`src/rtl/m72_pkg.sv`:
```
// Shared types, per-board decode tables and helpers for the M72 CPU memory bridge.
package m72_pkg;

    // One decode table entry: the CPU window, where it lands in SDRAM, and its attributes.
    typedef struct packed {
        logic [19:0] base;
        logic [19:0] mask;
        logic [23:0] sdr_base;
        logic        writable;
        logic        enable;
    } region_t;

    typedef enum logic [1:0] {
        ST_IDLE,
        ST_REQ,
        ST_DONE,
        ST_FAULT
    } bridge_state_t;

    // Why the access ended in FAULT; selects which error pulse (if any) fires.
    typedef enum logic [1:0] {
        FAULT_UNMAPPED,
        FAULT_WP,
        FAULT_TIMEOUT
    } fault_t;

    typedef enum logic {
        BOARD_RTYPE,
        BOARD_GALLOP
    } board_type_t;

    localparam int MAP_ENTRIES = 4;
    typedef region_t [MAP_ENTRIES-1:0] region_map_t;

    // SDRAM word-address bases of the CPU-visible memories.
    localparam logic [23:0] REGION_CPU_ROM = 24'h000000;
    localparam logic [23:0] REGION_CPU_RAM = 24'h200000;

    function automatic region_t mk_region(
        input logic [19:0] base,
        input logic [19:0] mask,
        input logic [23:0] sdr_base,
        input logic        writable,
        input logic        enable
    );
        region_t r;
        r.base     = base;
        r.mask     = mask;
        r.sdr_base = sdr_base;
        r.writable = writable;
        r.enable   = enable;
        return r;
    endfunction

    // R-Type: 256K program ROM at 0, 16K work RAM at 0x40000, ROM mirrored at 0xC0000 for the reset vector.
    localparam region_map_t M72_RTYPE_MAP = {
        mk_region(20'h00000, 20'h00000, 24'h000000,     1'b0, 1'b0),
        mk_region(20'hC0000, 20'hC0000, REGION_CPU_ROM, 1'b0, 1'b1),
        mk_region(20'h40000, 20'hFC000, REGION_CPU_RAM, 1'b1, 1'b1),
        mk_region(20'h00000, 20'hC0000, REGION_CPU_ROM, 1'b0, 1'b1)
    };

    // Gallop: same ROM layout, work RAM moved up to 0xA0000.
    localparam region_map_t M72_GALLOP_MAP = {
        mk_region(20'h00000, 20'h00000, 24'h000000,     1'b0, 1'b0),
        mk_region(20'hC0000, 20'hC0000, REGION_CPU_ROM, 1'b0, 1'b1),
        mk_region(20'hA0000, 20'hFC000, REGION_CPU_RAM, 1'b1, 1'b1),
        mk_region(20'h00000, 20'hC0000, REGION_CPU_ROM, 1'b0, 1'b1)
    };

    function automatic region_map_t board_map(input board_type_t board);
        region_map_t m;
        case (board)
            BOARD_GALLOP: m = M72_GALLOP_MAP;
            default:      m = M72_RTYPE_MAP;
        endcase
        return m;
    endfunction

endpackage

```
`src/rtl/m72_region_match.sv`:
```
// Combinational priority decoder: finds the lowest-index enabled region containing addr
// and forms the SDRAM word address for it.
module m72_region_match
    import m72_pkg::*;
#(
    parameter int NUM_REGIONS = 4,
    parameter int IDX_W       = (NUM_REGIONS > 1) ? $clog2(NUM_REGIONS) : 1
) (
    input  region_t [NUM_REGIONS-1:0] region_cfg,
    input  logic [19:0]               addr,
    output logic [IDX_W-1:0]          hit_idx,
    output logic                      valid,
    output logic                      writable,
    output logic [23:0]               sdr_addr
);

    logic [NUM_REGIONS-1:0] match;
    logic [23:0]            region_addr [NUM_REGIONS];

    generate
        for (genvar gi = 0; gi < NUM_REGIONS; gi++) begin : g_region
            assign match[gi] = region_cfg[gi].enable &&
                ((addr & region_cfg[gi].mask) == (region_cfg[gi].base & region_cfg[gi].mask));
            // Offset bits are the word-address bits not covered by the mask.
            assign region_addr[gi] = region_cfg[gi].sdr_base |
                {5'b0, addr[19:1] & ~region_cfg[gi].mask[19:1]};
        end
    endgenerate

    // Scan from the highest index down so the lowest matching index is the last to win.
    always_comb begin
        hit_idx  = '0;
        valid    = 1'b0;
        writable = 1'b0;
        sdr_addr = '0;
        for (int i = NUM_REGIONS - 1; i >= 0; i--) begin
            if (match[i]) begin
                hit_idx  = IDX_W'(i);
                valid    = 1'b1;
                writable = region_cfg[i].writable;
                sdr_addr = region_addr[i];
            end
        end
    end

endmodule

```
`src/rtl/m72_mem_bridge.sv`:
```
// V30 memory bridge: table-driven address decode, SDRAM request/ack handshake with
// timeout, write-protect and open-bus handling, sticky per-region hit flags.
module m72_mem_bridge
    import m72_pkg::*;
#(
    parameter int          NUM_REGIONS = 4,
    parameter int          TIMEOUT     = 255,
    parameter logic [15:0] OPEN_BUS    = 16'hFFFF
) (
    input  logic                      CLK_32M,
    input  logic                      reset_n,
    input  region_t [NUM_REGIONS-1:0] region_cfg,
    input  logic                      cpu_req,
    input  logic [19:0]               cpu_addr,
    input  logic                      cpu_we,
    input  logic [1:0]                cpu_be,
    input  logic [15:0]               cpu_din,
    output logic [15:0]               cpu_dout,
    output logic                      cpu_ready,
    output logic                      sdr_req,
    output logic [23:0]               sdr_addr,
    output logic                      sdr_we,
    output logic [1:0]                sdr_be,
    output logic [15:0]               sdr_data,
    input  logic [15:0]               sdr_q,
    input  logic                      sdr_ack,
    output logic [NUM_REGIONS-1:0]    region_hit,
    output logic                      err_wp,
    output logic                      err_timeout
);

    localparam int IDX_W = (NUM_REGIONS > 1) ? $clog2(NUM_REGIONS) : 1;
    localparam int CNT_W = $clog2(TIMEOUT);

    bridge_state_t state_reg, state_next;
    fault_t        fault_reg, fault_next;

    logic                   req_sync_reg;
    logic                   req_prev_reg;
    logic                   start;
    logic [CNT_W-1:0]       cnt_reg;
    logic                   we_reg;
    logic [15:0]            dout_reg;
    logic [NUM_REGIONS-1:0] region_hit_reg;
    logic [23:0]            sdr_addr_reg;
    logic                   sdr_we_reg;
    logic [1:0]             sdr_be_reg;
    logic [15:0]            sdr_data_reg;

    logic [IDX_W-1:0]       match_idx;
    logic                   match_valid;
    logic                   match_writable;
    logic [23:0]            match_sdr_addr;

    m72_region_match #(
        .NUM_REGIONS (NUM_REGIONS),
        .IDX_W       (IDX_W)
    ) u_match (
        .region_cfg (region_cfg),
        .addr       (cpu_addr),
        .hit_idx    (match_idx),
        .valid      (match_valid),
        .writable   (match_writable),
        .sdr_addr   (match_sdr_addr)
    );

    // The request flops reset to 1 so a strobe already high when reset releases is not taken as an edge.
    assign start = req_sync_reg & ~req_prev_reg;

    // State and fault-cause registers.
    always_ff @(posedge CLK_32M) begin
        if (!reset_n) begin
            state_reg <= ST_IDLE;
            fault_reg <= FAULT_UNMAPPED;
        end else begin
            state_reg <= state_next;
            fault_reg <= fault_next;
        end
    end

    // Next-state logic; an ack coinciding with the last timeout cycle is treated as success.
    always_comb begin
        state_next = state_reg;
        fault_next = fault_reg;
        case (state_reg)
            ST_IDLE: begin
                if (start) begin
                    if (!match_valid) begin
                        state_next = ST_FAULT;
                        fault_next = FAULT_UNMAPPED;
                    end else if (cpu_we && !match_writable) begin
                        state_next = ST_FAULT;
                        fault_next = FAULT_WP;
                    end else begin
                        state_next = ST_REQ;
                    end
                end
            end
            ST_REQ: begin
                if (sdr_ack) begin
                    state_next = ST_DONE;
                end else if (cnt_reg == CNT_W'(TIMEOUT - 1)) begin
                    state_next = ST_FAULT;
                    fault_next = FAULT_TIMEOUT;
                end
            end
            ST_DONE:  state_next = ST_IDLE;
            ST_FAULT: state_next = ST_IDLE;
            default:  state_next = ST_IDLE;
        endcase
    end

    // Request sampling, SDRAM command latch, timeout counter, read data and hit flags.
    always_ff @(posedge CLK_32M) begin
        if (!reset_n) begin
            req_sync_reg   <= 1'b1;
            req_prev_reg   <= 1'b1;
            cnt_reg        <= '0;
            we_reg         <= 1'b0;
            dout_reg       <= OPEN_BUS;
            region_hit_reg <= '0;
            sdr_addr_reg   <= '0;
            sdr_we_reg     <= 1'b0;
            sdr_be_reg     <= '0;
            sdr_data_reg   <= '0;
        end else begin
            req_sync_reg <= cpu_req;
            req_prev_reg <= req_sync_reg;

            if (state_reg == ST_IDLE && start) begin
                we_reg <= cpu_we;
                if (match_valid) begin
                    region_hit_reg[match_idx] <= 1'b1;
                end
            end

            if (state_reg == ST_IDLE && state_next == ST_REQ) begin
                sdr_addr_reg <= match_sdr_addr;
                sdr_we_reg   <= cpu_we;
                sdr_be_reg   <= cpu_be;
                sdr_data_reg <= cpu_din;
                cnt_reg      <= '0;
            end else if (state_reg == ST_REQ && state_next == ST_REQ) begin
                cnt_reg <= cnt_reg + CNT_W'(1);
            end

            if (state_reg == ST_REQ && sdr_ack && !we_reg) begin
                dout_reg <= sdr_q;
            end

            // Faulting reads return open bus; faulting writes leave the last read data alone.
            if (state_next == ST_FAULT &&
                ((state_reg == ST_IDLE && !cpu_we) || (state_reg == ST_REQ && !we_reg))) begin
                dout_reg <= OPEN_BUS;
            end
        end
    end

    assign cpu_dout    = dout_reg;
    assign cpu_ready   = (state_reg == ST_DONE) || (state_reg == ST_FAULT);
    assign sdr_req     = (state_reg == ST_REQ);
    assign sdr_addr    = sdr_addr_reg;
    assign sdr_we      = sdr_we_reg;
    assign sdr_be      = sdr_be_reg;
    assign sdr_data    = sdr_data_reg;
    assign region_hit  = region_hit_reg;
    assign err_wp      = (state_reg == ST_FAULT) && (fault_reg == FAULT_WP);
    assign err_timeout = (state_reg == ST_FAULT) && (fault_reg == FAULT_TIMEOUT);

endmodule

```
`config.mk`:
```
export PLATFORM = sky130hd
export DESIGN_NAME = m72_mem_bridge
export DESIGN_NICKNAME = d
export VERILOG_FILES = /design/src/rtl/m72_pkg.sv /design/src/rtl/m72_region_match.sv /design/src/rtl/m72_mem_bridge.sv
export SDC_FILE = /design/constraint.sdc
export NUM_CORES = 1
export LEC_CHECK = 0
export CORE_AREA = 2 2 151 153
export CTS_CLUSTER_DIAMETER = 80
export DETAILED_ROUTE_END_ITERATION = 10
export DIE_AREA = 0 0 153 155
export PLACE_DENSITY_LB_ADDON = 0.12
export SETUP_SLACK_MARGIN = 0.1
export SYNTH_ARGS = -nofsm -noshare
export SYNTH_HDL_FRONTEND = slang
export SYNTH_HIERARCHICAL = 1
export SYNTH_SLANG_ARGS = --single-unit
```
`constraint.sdc`:
```
create_clock -name CLK_32M -period 3.8 [get_ports CLK_32M]
set_input_delay 0.38 -clock CLK_32M [delete_from_list [all_inputs] [get_ports CLK_32M]]
set_output_delay 0.38 -clock CLK_32M [all_outputs]
set_load 0.02 [all_outputs]
```
# Yosys cells after proc, flatten, opt, wreduce, memory -nomap -nowiden
# Cells that the tools add are included.
[op_classes] addsub=1 n_lt_le_gt_ge=2 eq_ne=16 mux=30 bitwise=24 reduce_logical=28
[op_table] op="20-bit bitwise AND" n=8
[op_table] op="24-bit two-way mux" n=4
[op_table] op="24-bit by 19-bit bitwise OR with 24-bit output" n=4
[op_table] op="20-bit equality test" n=4
[op_table] op="19-bit bitwise AND" n=4
[op_table] op="19-bit inverter" n=4
[op_table] op="2-bit two-way mux" n=14
[op_table] op="1-bit logical AND" n=16
[op_table] op="1-bit two-way mux" n=9
[op_table] op="8-bit by 1-bit adder with 8-bit output, second input constant" n=1
[op_table] op="2-bit equality test, second input constant" n=4
[op_table] op="8-bit equality test, second input constant" n=1
[op_table] op="2-bit by 1-bit equality test with 1-bit output, second input constant" n=3
[op_table] op="2-bit one-hot mux with 3 select lines" n=1
[op_table] op="2-bit OR reduction" n=3
[op_table] op="5-bit AND reduction" n=1
[op_table] op="2-bit inequality test, second input constant" n=2
[op_table] op="4-bit bitwise OR" n=1
[op_table] op="2-bit one-hot mux with 2 select lines" n=1
[op_table] op="1-bit zero test" n=3
[op_table] op="2-bit by 3-bit less-than comparator with 1-bit output, second input constant" n=1
[op_table] op="3-bit inequality test, second input constant" n=1
[op_table] op="1-bit demux with 2-bit select" n=1
[op_table] op="2-bit by 1-bit >= comparator with 1-bit output, second input constant" n=1
[op_table] op="other kinds (7)" n=9
[word_totals] ff_bits=78 input_bits=323 output_inout_bits=67 word_cells=113

# Depth between registers and ports, before layout
# Gate-level depths: netlist of the first run.
[depth] word_depth=16 depth_mapped=16 depth_no_buf=11

# Modules after synthesis
# Netlist of the first run, hierarchy kept.
[modules_own_cells] mod="m72_mem_bridge" n_inst=1 cells_each=339 area_each_um2=3215.6 seq_area_each_um2=1561.5
[modules_own_cells] mod="m72_region_match" n_inst=1 cells_each=422 area_each_um2=2811.4 seq_area_each_um2=0.0

# Least setup slack after synthesis of the first run
# OpenSTA, ideal clock, no wires.
[synth_timing] kind="in2reg" start="input cpu_addr[5]" end="register sdr_addr_reg[20] (netlist: sdr_addr[20])" setup_time_ps=70 arrival_time_ps=3056 required_ps=3730 slack_ps=674 stages=15 n_path_buf=4 path_cell_list="buf_2 > xnor2_1 > o22ai_1 > or3_1 > buf_2 > or3_4 > buf_6 > and3_1 > a21oi_1 > a21oi_1 > or2b_2 > nand3_1 > clkbuf_1 > nand2_1 > a21boi_1"
[synth_between] elab_chain_len=15 word_cells_on_any_way=32 classes_between="eq/ne (5); mux (16); bitwise (4); reduce/logical (7)"
[synth_rtl] element="start, declared" line_no="m72_mem_bridge.sv:14" rtl="input logic [19:0] cpu_addr,"
[synth_rtl] element="20-bit bitwise AND" line_no="m72_region_match.sv:23" rtl="((addr & region_cfg[gi].mask) == (region_cfg[gi].base & region_cfg[gi].mask));"
[synth_rtl] element="20-bit equality test" line_no="m72_region_match.sv:23"
[synth_rtl] element="1-bit logical AND" line_no="m72_region_match.sv:22" rtl="assign match[gi] = region_cfg[gi].enable &&"
[synth_rtl] element="1-bit two-way mux (3 in a row)" line_no="m72_region_match.sv:37" rtl="if (match[i]) begin"
[synth_rtl] element="1-bit two-way mux *" line_no="m72_region_match.sv:37"
[synth_rtl] element="via match_writable" line_no="m72_mem_bridge.sv:52" rtl="logic match_writable;"
[synth_rtl] element="1-bit zero test *" line_no="m72_mem_bridge.sv:91" rtl="end else if (cpu_we && !match_writable) begin"
[synth_rtl] element="1-bit logical AND *" line_no="m72_mem_bridge.sv:91"
[synth_rtl] element="2-bit two-way mux *" line_no="m72_mem_bridge.sv:91"
[synth_rtl] element="2-bit two-way mux *" line_no="m72_mem_bridge.sv:88" rtl="if (!match_valid) begin"
[synth_rtl] element="2-bit two-way mux *" line_no="m72_mem_bridge.sv:87" rtl="if (start) begin"
[synth_rtl] element="2-bit one-hot mux with 3 select lines *" line_no="m72_mem_bridge.sv:85" rtl="case (state_reg)"
[synth_rtl] element="2-bit by 1-bit equality test with 1-bit output *" line_no="m72_mem_bridge.sv:137" rtl="if (state_reg == ST_IDLE && state_next == ST_REQ) begin"
[synth_rtl] element="1-bit logical AND *" line_no="m72_mem_bridge.sv:137"
[synth_rtl] element="end signal, assigned" line_no="m72_mem_bridge.sv:138" rtl="sdr_addr_reg <= match_sdr_addr;"
[synth_rtl] element="end, declared" line_no="m72_mem_bridge.sv:45" rtl="logic [23:0] sdr_addr_reg;"
# Mark *: on every way through the listed nets, which the timed path passes. The rest lies on a longest branch.
# A chain may end at the register's enable or synchronous reset.

# Final worst setup path of the first run
[layout_timing] start="input cpu_addr[9]" end="register dout_reg[0] (netlist: cpu_dout[0])"
[layout_between] elab_chain_len=16 word_cells_on_any_way=29 classes_between="eq/ne (5); mux (12); bitwise (4); reduce/logical (8)"
[layout_rtl] element="20-bit bitwise AND" line_no="m72_region_match.sv:23"
[layout_rtl] element="20-bit equality test" line_no="m72_region_match.sv:23"
[layout_rtl] element="1-bit logical AND" line_no="m72_region_match.sv:22"
[layout_rtl] element="1-bit two-way mux (3 in a row)" line_no="m72_region_match.sv:37"
[layout_rtl] element="1-bit two-way mux *" line_no="m72_region_match.sv:37"
[layout_rtl] element="via match_writable" line_no="m72_mem_bridge.sv:52"
[layout_rtl] element="1-bit zero test *" line_no="m72_mem_bridge.sv:91"
[layout_rtl] element="1-bit logical AND *" line_no="m72_mem_bridge.sv:91"
[layout_rtl] element="2-bit two-way mux *" line_no="m72_mem_bridge.sv:91"
[layout_rtl] element="2-bit two-way mux *" line_no="m72_mem_bridge.sv:88"
[layout_rtl] element="2-bit two-way mux *" line_no="m72_mem_bridge.sv:87"
[layout_rtl] element="2-bit one-hot mux with 3 select lines *" line_no="m72_mem_bridge.sv:85"
[layout_rtl] element="2-bit equality test *" line_no="m72_mem_bridge.sv:152" rtl="if (state_next == ST_FAULT &&"
[layout_rtl] element="1-bit logical AND *" line_no="m72_mem_bridge.sv:152"
[layout_rtl] element="2-bit OR reduction (no source line) *"
[layout_rtl] element="end signal, assigned" line_no="m72_mem_bridge.sv:148" rtl="dout_reg <= sdr_q;"
[layout_rtl] element="end, declared" line_no="m72_mem_bridge.sv:43" rtl="logic [15:0] dout_reg;"
# Marks and branches as above.

==> impl_metrics.tcl, run 1 <==
set metrics [dict create \
    status "completed" \
    rows 55 \
    ctsHoldBuffers 0 \
    h-tree-depth 3 \
    path_class "in2reg" \
    cts_buffers 9 \
    comb_power_share_pct 29.0 \
    fin_ws_ns 0.330 \
    layout-drive-gt1-share_pct 9.04 \
    hp-class "reg2reg" \
    rrSetupSlack_ns 1.95 \
    hold_start "sdr_data[0]$_SDFFE_PN0P_" \
    intPower_mw 1.77 \
    cts_setup_buffers 0 \
    drv_cap 0 \
    synth.cell_area_um2 6030 \
    die_h_um 155 \
    synthTopCellsByArea "dfxtp_1, xor2_1, nand2_1, a21oi_1, a21boi_1" \
    synth_adder_area_share_pct 0.415 \
    leakagePower_nw 4.04 \
    ys_types 62 \
    area_growth_pct 75.6 \
    hold_path_end "sdr_data[0]$_SDFFE_PN0P_" \
    io_pins 390 \
    io_buffer_count 389 \
    slew_viol_final 0 \
    critPathBufInv 3 \
    path_cells "clkdlybuf4s50_1 -> xor2_1 -> a222oi_1 -> buf_4 -> nand3_1 -> nor3_1 -> nor2_1 -> a21oi_1 -> or2b_2 -> a21oi_4 -> o311ai_4 -> buf_12 -> nand3_1" \
    ant_nets 0 \
    vias_per_cell 4.87 \
    min_period_ns 3.47 \
    crit-reg2reg-launch "state_reg[0]$_SDFF_PN0_" \
    yosys.area.top_type "dfxtp_1" \
    relSlewSlack_pct 45.9 \
    reg2reg_to "cpu_dout[12]$_SDFFE_PP1P_" \
    final_common_cell "clkdlybuf4s50_1" \
    final_core_util_pct 47.6 \
    synth_compound_area_share_pct 29.7 \
    place_hpwl_um 25800 \
    core_um2 22200 \
    gp_congestion 0.878 \
    ys_warn_count 6 \
    cts_tree "yes" \
    grt_max_degree 43 \
    cts_resized 0 \
    required_ns 3.97 \
    path_delay_family "compound AO/OA/AOI/OAI gates" \
    initial_core_util_pct 27.1 \
    route.vias.total 7023 \
    arrival_ns 3.64 \
    synth_xor_area_share_pct 12.1 \
    fmax_ghz 0.288 \
    fin_area_um2 10600 \
    synth_edf_count 0 \
    pre_cts_ws_ns -0.114 \
    hold_violations 0 \
    finalPower_mw 2.36 \
    synth_mux_area_share_pct 2.99 \
    avgSynthCellArea_um2 7.92 \
    tightest_slew_ns 0.812 \
    max_stage_delay_ns 0.56 \
    stdcell_count 1442 \
    pwr-share-seq_pct 35.0 \
    path_max_fanout 16 \
    clock_latency_ns 0.33 \
    swShare_pct 25.2 \
    whs_path_depth 2 \
    synth_cells 761 \
    dieArea_um2 23700 \
    p_switching_uw 594 \
    finalClockSkew_ns 0.00666 \
    cts.sinks 78 \
    grt_pass1_wl_um 43600 \
    r2r.worst_path.cells 5 \
    cpMostUsedCell "nand3_1" \
    synth_top_area_share_pct 25.9 \
    place_inst 1422 \
    cp-end-kind "flip-flop" \
    vdd_drop_max_v 0.000200 \
    worst_setup_path_start_kind "input pin" \
    pwr-share-clk_pct 35.9 \
    cp_slowest_cell "a222oi_1" \
    syn-num-nets 1086 \
    yosysSeqAreaShare_pct 25.9 \
    synth_top_family_by_area "compound AO/OA/AOI/OAI gates" \
    finalCritPeriodShare_pct 91.3 \
    placed_area_um2 10300 \
    wl_um 29800 \
    clk_pin_slew_ns 0.05 \
    firstDrtPassIters 7 \
    wl_per_cell_um 20.7 \
    p_per_area_nw_per_um2 223 \
    synth-simple-area-share_pct 19.1 \
    antenna_found_initial 6 \
    rsz0062_at_grt "false" \
    finalSetupViolCount 0 \
    cts_buffer_depth 2 \
    cts-root-buf "clkbuf_16" \
    grt-ovfl-total 0 \
    async_flop_share_pct 0 \
    setup_tns_ns 0 \
    ys_seq_elements 78 \
    largest_reg_flops 24 \
    drc 0 \
    synth_ff_type "dfxtp_1" \
    grt.total_usage_pct 24.5 \
    grt_pass1_vias 7275 \
    drtIter0Drc 273 \
    die_w_um 153 \
    fin_hold_ws_ns 0.453 \
    fin_nets 1473 \
    final_cell_mix "clkdlybuf4s50_1, nand2_1, dfxtp_1" \
]
## cell families after synthesis
logic type / count (synthesis)
adder cells (fa/ha/maj): 2
buffers and inverters: 119
XOR/XNOR: 83
flip-flops: 78
AO/OA/AOI/OAI: 244
AND/OR/NAND/NOR: 217
multiplexers: 18
## cells in the mapped netlist (20+ instances only)
cell,count
a21boi_1,40
a21oi_1,62
a22oi_1,28
buf_2,23
dfxtp_1,78
inv_1,62
nand2_1,105
nor2b_1,20
o22ai_1,20
o31ai_1,22
xnor2_1,20
xor2_1,63
## power by group through the flow
stage,Clock [mW],Sequential [mW],Combinational [mW]
final,0.848,0.827,0.686
after global routing,0.905,0.827,0.733
after CTS,0.872,0.827,0.689
after detailed placement,0,0.845,0.686
after global placement,0,0.845,0.685
after floorplan,0,0.847,0.230
## routing by layer
metal / vias to the layer above / part of all wire [%] / GRT usage (%)
met5: - / 0 / 0
met4: 0 / 2.5 / 9.48
met3: 36 / 6.1 / 5.32
met2: 262 / 53 / 46.2
met1: 3250 / 39 / 26.7
li1: 3475 / - / -
## worst register-to-register path, stage by stage, from the launching register on
cell     delay (ns)
dfxtp_1        0.44
or2b_2         0.40
nor3b_2        0.19
buf_4          0.30
mux2i_1        0.29
nand3_2        0.08
## worst max path at each step
stage / startpoint / cells after the start / endpoint
after floorplan: cpu_addr[5] / 15 / sdr_addr[20]$_SDFFE_PN0P_
after global placement: cpu_addr[9] / 14 / cpu_dout[2]$_SDFFE_PP1P_
after detailed placement: cpu_addr[9] / 14 / cpu_dout[0]$_SDFFE_PP1P_
after CTS: cpu_addr[9] / 14 / cpu_dout[0]$_SDFFE_PP1P_
after global routing: cpu_addr[9] / 13 / cpu_dout[0]$_SDFFE_PP1P_
final: cpu_addr[9] / 13 / cpu_dout[0]$_SDFFE_PP1P_
## layout make-up
cell class	instances	area, um2
fill	2264	11600
timing repair buffer	432	4240
multi-input combinational	564	3890
sequential	78	1560
tap	285	357
clock buffer	10	239
inverter	63	236
clock inverter	4	48.8
antenna	6	15.0
Note: power is estimated with default switching activity, not from simulation.
==> run 2, diff against run 1 <==
Settings changed: CAP_MARGIN from default to 20.
==> results of run 2 <==
The final DEF is identical to that of run 1; final timing and power are the same.
